`src/rtl/game_pkg.sv`:
```
// rtl/game_pkg.sv - shared round states, winner codes and sprite box sizes for the chase game
package game_pkg;

  typedef enum logic [2:0] {
    ST_WAIT_START = 3'd0,
    ST_SPAWN      = 3'd1,
    ST_PLAY       = 3'd2,
    ST_CAUGHT     = 3'd3,
    ST_TIMEOUT    = 3'd4,
    ST_GAME_OVER  = 3'd5
  } round_state_e;

  typedef enum logic [1:0] {
    WIN_NONE  = 2'b00,
    WIN_TOM   = 2'b01,
    WIN_JERRY = 2'b10
  } winner_e;

  localparam int unsigned TOM_WIDTH    = 32;
  localparam int unsigned TOM_HEIGHT   = 32;
  localparam int unsigned JERRY_WIDTH  = 24;
  localparam int unsigned JERRY_HEIGHT = 24;

  localparam int COORD_W = 10;
  localparam int SUM_W   = COORD_W + 1;

  // Scores stop at 15 rather than wrapping back to 0
  function automatic logic [3:0] sat_inc4(input logic [3:0] v);
    return (v == 4'hF) ? v : v + 4'd1;
  endfunction

endpackage

```
`src/rtl/catch_detect.sv`:
```
// rtl/catch_detect.sv - registered strict-overlap test between two axis-aligned sprite boxes
module catch_detect
  import game_pkg::*;
#(
  parameter int unsigned A_WIDTH  = TOM_WIDTH,
  parameter int unsigned A_HEIGHT = TOM_HEIGHT,
  parameter int unsigned B_WIDTH  = JERRY_WIDTH,
  parameter int unsigned B_HEIGHT = JERRY_HEIGHT
) (
  input  logic               clk,
  input  logic               rst,
  input  logic [COORD_W-1:0] a_x,
  input  logic [COORD_W-1:0] a_y,
  input  logic [COORD_W-1:0] b_x,
  input  logic [COORD_W-1:0] b_y,
  output logic               hit_q
);

  logic [SUM_W-1:0] a_x_end;
  logic [SUM_W-1:0] a_y_end;
  logic [SUM_W-1:0] b_x_end;
  logic [SUM_W-1:0] b_y_end;
  logic             hit_d;

  // Far edges carry an extra bit so a box at the screen border cannot wrap; strict < keeps touching edges apart
  always_comb begin
    a_x_end = {1'b0, a_x} + SUM_W'(A_WIDTH);
    a_y_end = {1'b0, a_y} + SUM_W'(A_HEIGHT);
    b_x_end = {1'b0, b_x} + SUM_W'(B_WIDTH);
    b_y_end = {1'b0, b_y} + SUM_W'(B_HEIGHT);
    hit_d   = ({1'b0, a_x} < b_x_end) && ({1'b0, b_x} < a_x_end) &&
              ({1'b0, a_y} < b_y_end) && ({1'b0, b_y} < a_y_end);
  end

  // One cycle of latency so the consumer sees a clean flop output
  always_ff @(posedge clk) begin
    if (rst) hit_q <= 1'b0;
    else     hit_q <= hit_d;
  end

endmodule

```
`src/rtl/game_round_ctrl.sv`:
```
// rtl/game_round_ctrl.sv - round/score sequencer for the chase game; ROUND_TIMER_EN adds the per-round countdown
module game_round_ctrl
  import game_pkg::*;
#(
  parameter int unsigned CLK_HZ        = 65_000_000,
  parameter int unsigned ROUND_SECONDS = 60,
  parameter int unsigned WIN_SCORE     = 3,
  parameter int unsigned HOLD_CYCLES   = 32_500_000,
  parameter int unsigned SPAWN_CYCLES  = 16
) (
  input  logic         clk,
  input  logic         rst,
  input  logic         start,
  input  logic [9:0]   tom_x,
  input  logic [9:0]   tom_y,
  input  logic [9:0]   jerry_x,
  input  logic [9:0]   jerry_y,
  output logic         players_reset,
  output logic         move_en,
  output logic [3:0]   tom_score,
  output logic [3:0]   jerry_score,
  output logic [6:0]   time_left,
  output logic [1:0]   winner,
  output logic [2:0]   round_state
);

  localparam int unsigned CNT_MAX = (HOLD_CYCLES > SPAWN_CYCLES) ? HOLD_CYCLES : SPAWN_CYCLES;
  localparam int          CNT_W   = $clog2(CNT_MAX + 1);

  if (CLK_HZ < 1 || ROUND_SECONDS < 1 || ROUND_SECONDS > 127 || WIN_SCORE < 1 || WIN_SCORE > 15 ||
      HOLD_CYCLES < 1 || SPAWN_CYCLES < 1) begin : g_bad_params
    $error("game_round_ctrl: parameter out of range");
  end

  round_state_e     state_q, state_d;
  logic [CNT_W-1:0] cnt_q, cnt_d;
  logic [3:0]       tom_q, tom_d;
  logic [3:0]       jerry_q, jerry_d;
  winner_e          winner_q, winner_d;
  logic             players_reset_q, players_reset_d;
  logic             move_en_q, move_en_d;
  logic             catch_q;

`ifdef ROUND_TIMER_EN
  localparam int PRE_W = $clog2(CLK_HZ + 1);
  logic [PRE_W-1:0] presc_q, presc_d;
  logic [6:0]       time_left_q, time_left_d;
  logic             tick;
`endif

  catch_detect #(
    .A_WIDTH  (TOM_WIDTH),
    .A_HEIGHT (TOM_HEIGHT),
    .B_WIDTH  (JERRY_WIDTH),
    .B_HEIGHT (JERRY_HEIGHT)
  ) u_catch (
    .clk   (clk),
    .rst   (rst),
    .a_x   (tom_x),
    .a_y   (tom_y),
    .b_x   (jerry_x),
    .b_y   (jerry_y),
    .hit_q (catch_q)
  );

  // Next-state, score and output decode; outputs follow the next state so they leave the flops aligned with it
  always_comb begin
    state_d  = state_q;
    cnt_d    = cnt_q;
    tom_d    = tom_q;
    jerry_d  = jerry_q;
    winner_d = winner_q;
`ifdef ROUND_TIMER_EN
    presc_d     = presc_q;
    time_left_d = time_left_q;
    tick        = 1'b0;
`endif
    case (state_q)
      ST_WAIT_START, ST_GAME_OVER: begin
        if (start) begin
          tom_d    = 4'd0;
          jerry_d  = 4'd0;
          winner_d = WIN_NONE;
          cnt_d    = '0;
          state_d  = ST_SPAWN;
        end
      end
      ST_SPAWN: begin
`ifdef ROUND_TIMER_EN
        time_left_d = 7'(ROUND_SECONDS);
`endif
        if (cnt_q == CNT_W'(SPAWN_CYCLES - 1)) begin
          cnt_d   = '0;
`ifdef ROUND_TIMER_EN
          presc_d = '0;
`endif
          state_d = ST_PLAY;
        end else begin
          cnt_d = cnt_q + 1'b1;
        end
      end
      ST_PLAY: begin
`ifdef ROUND_TIMER_EN
        tick = (presc_q == PRE_W'(CLK_HZ - 1));
        if (tick) begin
          presc_d = '0;
          if (time_left_q != 7'd0) time_left_d = time_left_q - 7'd1;
        end else begin
          presc_d = presc_q + 1'b1;
        end
`endif
        // A catch outranks the clock running out in the same cycle
        if (catch_q) begin
          tom_d   = sat_inc4(tom_q);
          cnt_d   = '0;
          state_d = ST_CAUGHT;
        end
`ifdef ROUND_TIMER_EN
        else if (tick && time_left_q <= 7'd1) begin
          jerry_d = sat_inc4(jerry_q);
          cnt_d   = '0;
          state_d = ST_TIMEOUT;
        end
`endif
      end
      ST_CAUGHT, ST_TIMEOUT: begin
        if (cnt_q == CNT_W'(HOLD_CYCLES - 1)) begin
          cnt_d = '0;
          if (state_q == ST_CAUGHT && tom_q == 4'(WIN_SCORE)) begin
            winner_d = WIN_TOM;
            state_d  = ST_GAME_OVER;
          end else if (state_q == ST_TIMEOUT && jerry_q == 4'(WIN_SCORE)) begin
            winner_d = WIN_JERRY;
            state_d  = ST_GAME_OVER;
          end else begin
            state_d = ST_SPAWN;
          end
        end else begin
          cnt_d = cnt_q + 1'b1;
        end
      end
      default: state_d = ST_WAIT_START;
    endcase
    players_reset_d = (state_d == ST_WAIT_START) || (state_d == ST_SPAWN);
    move_en_d       = (state_d == ST_PLAY);
  end

  // All controller state; reset abandons any round in progress
  always_ff @(posedge clk) begin
    if (rst) begin
      state_q         <= ST_WAIT_START;
      cnt_q           <= '0;
      tom_q           <= 4'd0;
      jerry_q         <= 4'd0;
      winner_q        <= WIN_NONE;
      players_reset_q <= 1'b1;
      move_en_q       <= 1'b0;
`ifdef ROUND_TIMER_EN
      presc_q         <= '0;
      time_left_q     <= 7'(ROUND_SECONDS);
`endif
    end else begin
      state_q         <= state_d;
      cnt_q           <= cnt_d;
      tom_q           <= tom_d;
      jerry_q         <= jerry_d;
      winner_q        <= winner_d;
      players_reset_q <= players_reset_d;
      move_en_q       <= move_en_d;
`ifdef ROUND_TIMER_EN
      presc_q         <= presc_d;
      time_left_q     <= time_left_d;
`endif
    end
  end

`ifdef ROUND_TIMER_EN
  assign time_left = time_left_q;
`else
  assign time_left = 7'd0;
`endif

  assign players_reset = players_reset_q;
  assign move_en       = move_en_q;
  assign tom_score     = tom_q;
  assign jerry_score   = jerry_q;
  assign winner        = winner_q;
  assign round_state   = state_q;

endmodule

```
`config.mk`:
```
export PLATFORM = sky130hd
export DESIGN_NAME = game_round_ctrl
export DESIGN_NICKNAME = d
export VERILOG_FILES = /design/src/rtl/game_pkg.sv /design/src/rtl/catch_detect.sv /design/src/rtl/game_round_ctrl.sv
export SDC_FILE = /design/constraint.sdc
export NUM_CORES = 1
export LEC_CHECK = 0
export CAP_MARGIN = 0
export CELL_PAD_IN_SITES_DETAIL_PLACEMENT = 0
export CELL_PAD_IN_SITES_GLOBAL_PLACEMENT = 1
export CORE_UTILIZATION = 41
export DETAILED_ROUTE_END_ITERATION = 6
export PLACE_DENSITY = 0.95
export SETUP_SLACK_MARGIN = 0.02
export SLEW_MARGIN = 5
export SYNTH_ARGS = -nofsm -noshare
export SYNTH_HDL_FRONTEND = slang
export SYNTH_SLANG_ARGS = --single-unit
```
`constraint.sdc`:
```
create_clock -name clk -period 3.85 [get_ports clk]
set_input_delay 0.77 -clock clk [delete_from_list [all_inputs] [get_ports clk]]
set_output_delay 0.77 -clock clk [all_outputs]
set_load 0.02 [all_outputs]
```
==> impl_metrics.env <==
export IMPL_fin_crit_sh_pct=78.3
export IMPL_die_height_um=88.7
export IMPL_met3_length_um=338
export IMPL_setup_tns_ns=0
export IMPL_setup_viol=0
export IMPL_end_kind="register"
export IMPL_crit_chain="clkdlybuf4s50_1 -> inv_1 -> ha_1 -> ha_1 -> a21o_1 -> a2111oi_0 -> o21ai_0 -> a2111oi_2"
export IMPL_critPathKind="in -> reg"
export IMPL_fp_dieW_um=88.7
export IMPL_rows=31
export IMPL_critPathRequiredTime_ns=4.04
export IMPL_wl_per_cell_um=12.9
export IMPL_post_cts_resized=0
export IMPL_antenna_found_initial=0
export IMPL_clk_latency_ns=0.29
export IMPL_grt_pass1_wl_um=11900
export IMPL_drive_gt1_share_pct=4.88
export IMPL_ys_seq_area_share_pct=23.4
export IMPL_cts_buffer_depth=2
export IMPL_synth_top_cell_area_share_pct=23.4
export IMPL_avgSynthCellArea_um2=8.18
export IMPL_vias=2802
export IMPL_power_leakage_nw=1.49
export IMPL_cts_htree_levels=2
export IMPL_cts_tree="built"
export IMPL_crit_top_cell="ha_1"
export IMPL_top_layer="met4"
export IMPL_clockPowerShare_pct=35.1
export IMPL_firstDrtPassIters=4
export IMPL_fin_worst_skew_ns=0.00723
export IMPL_grt_pass1_vias=2714
export IMPL_synth_area_um2=3080
export IMPL_tightest_slew_ns=0.621
export IMPL_overflow=0
export IMPL_initial_core_util_pct=42.5
export IMPL_comb_power_share_pct=24.3
export IMPL_synth_edff_count=0
export IMPL_netSwitchingFraction_pct=27.7
export IMPL_viasPerCell=5.30
export IMPL_area_growth_pct=21.2
export IMPL_dieArea_um2=7870
export IMPL_worstPathArrival_ns=3.21
export IMPL_p_seq_share_pct=40.6
export IMPL_post_synth_top_count_cell="nor2_1"
export IMPL_ant_nets=0
export IMPL_drc_errors=0
export IMPL_r2r_slack_ns=1.42
export IMPL_ios=65
export IMPL_drt_iter0_drc=99
export IMPL_diodes=0
export IMPL_ys_flop_type="dfxtp_1"
export IMPL_async_flop_share_pct=0
export IMPL_hold_viol=0
export IMPL_cts_root_buffer="clkbuf_8"
export IMPL_met2WireLength_um=3190
export IMPL_crit_slowest_cell="clkdlybuf4s50_1"
export IMPL_ys_ff_latch=36
export IMPL_switchingPower_mw=0.261
export IMPL_status="finished, final reports clean"
export IMPL_startpoint_type="input port"
export IMPL_slew_violations=0
export IMPL_core_um2=7250
export IMPL_relSlewSlack_pct=58.4
export IMPL_synth_area_leader_cell="dfxtp_1"
export IMPL_postCtsSetupRepairBufs=0
export IMPL_path_clk_slew_ns=0.07
export IMPL_fill_cells=694
export IMPL_slowest_delay_ns=0.58
export IMPL_p_per_area_nw_per_um2=251
export IMPL_critPathMaxFanout=6
export IMPL_place_hpwl_um=5420
export IMPL_cts_sinks=36
export IMPL_globalplace_congestion=0.855
export IMPL_min_path_type="reg -> reg"
export IMPL_power_internal_mw=0.678
export IMPL_grtUsageTotal_pct=18.7
export IMPL_fin_crit_ns=3.02
export IMPL_hold_buffers=0
export IMPL_synthDistinctLibCells=57
export IMPL_ys_top_cells_by_count="nor2_1 (45), ha_1 (42), dfxtp_1 (36)"
export IMPL_yosys_warnings=0
export IMPL_ir_drop_mv=0.119
export IMPL_max_cap_violations=0
export IMPL_portBuffers=52
export IMPL_fmax_mhz=332
export IMPL_wl_met1_um=3220
export IMPL_rsz0062_at_grt="false"
export IMPL_grt_max_degree=24
export IMPL_routed_wl_um=6830
export IMPL_syn_inst=377
export IMPL_nets=514
export IMPL_cts_buffers=5
export IMPL_fin_total_pwr_mw=0.939
export IMPL_synthTopCellsByArea="dfxtp_1 (23%), ha_1 (17%), xor2_1 (8.0%)"
==> logic make-up after synthesis <==
kind of cell / share of synthesized area (%)
adders and majority gates: 17.0
muxes: 0.649
DFF: 23.4
other: 0.122
AOI/OAI and AO/OA: 15.3
buffers and inverters: 7.30
and+or+nand+nor: 24.5
xor gates and xnor gates: 11.6
==> path summary, 6_finish.rpt <==
kind / from / endpoint / cells past startpoint
worst max-delay path: jerry_x[3] / u_catch.hit_q$_SDFF_PP0_ / 8
worst min-delay path: winner[0]$_SDFFE_PP0P_ / winner[0]$_SDFFE_PP0P_ / 2
worst max register to register: cnt_q[22]$_SDFFE_PP0P_ / cnt_q[12]$_SDFFE_PP0P_ / 6
worst min register to register: winner[0]$_SDFFE_PP0P_ / winner[0]$_SDFFE_PP0P_ / 2
==> metrics by stage <==
step	setup WS (ns)	hold WS (ns)	util (%)	cells	cell area, um2
after CTS	0.840	0.495	51.5	529	3740
after global placement	0.564	0.465	50.1	521	3630
after global routing	0.674	0.525	51.5	529	3740
final	0.835	0.484	51.5	529	3740
after detailed placement	0.549	0.477	50.1	521	3630
after floorplan	1.24	0.469	-	388	3130
==> cell type report <==
class	instances	area [um2]	area share [%]
repair buffers	52	520	13.9
well taps	99	124	3.31
clock buffers	6	72.6	1.94
multi-input cells	311	2180	58.3
clock inverters	2	35.0	0.937
inverters	23	86.3	2.31
flip-flops and latches	36	721	19.3
==> power groups by stage <==
stage               clock network (mW)  logic, mW  registers (mW)
CTS                              0.336      0.229           0.382
finish                           0.329      0.228           0.382
global placement                     0      0.222           0.390
global route                     0.355      0.257           0.382
detailed placement                   0      0.227           0.390
floorplan                            0      0.146           0.390
==> sequential cells by signal (all words and copies together), names as in the netlist <==
signal / flops
tom_score: 4
winner: 1
move_en: 1
cnt_q: 25
u_catch.hit_q: 1
players_reset: 1
round_state: 3
==> cell usage in the layout, fill, tap and decap left out, types with 6 or more instances in the layout <==
cell	Yosys	final
a21o_1	6	6
a21oi_1	12	12
clkdlybuf4s50_1	0	52
conb_1	1	12
dfxtp_1	36	36
ha_1	42	42
inv_1	23	23
nand2_1	27	27
nand3_1	14	14
nand4_1	18	18
nor2_1	45	45
nor3_1	7	7
o21ai_0	15	15
xnor2_1	13	13
xor2_1	28	28
==> worst max-delay path, delay by kind of cell <==
| family | cells | cell delay (ns) |
|---|---|---|
| buffers and inverters | 2 | 0.65 |
| AOI/OAI and AO/OA | 4 | 1.22 |
| adders and majority gates | 2 | 0.58 |
==> metal layers <==
metal | vias up | track usage (%)
li1 | 1435 | -
met1 | 1288 | 23.6
met2 | 70 | 33.0
met3 | 9 | 3.45
met4 | 0 | 4.55
met5 | - | 0
No activity file was read; power rests on OpenSTA's default activity.
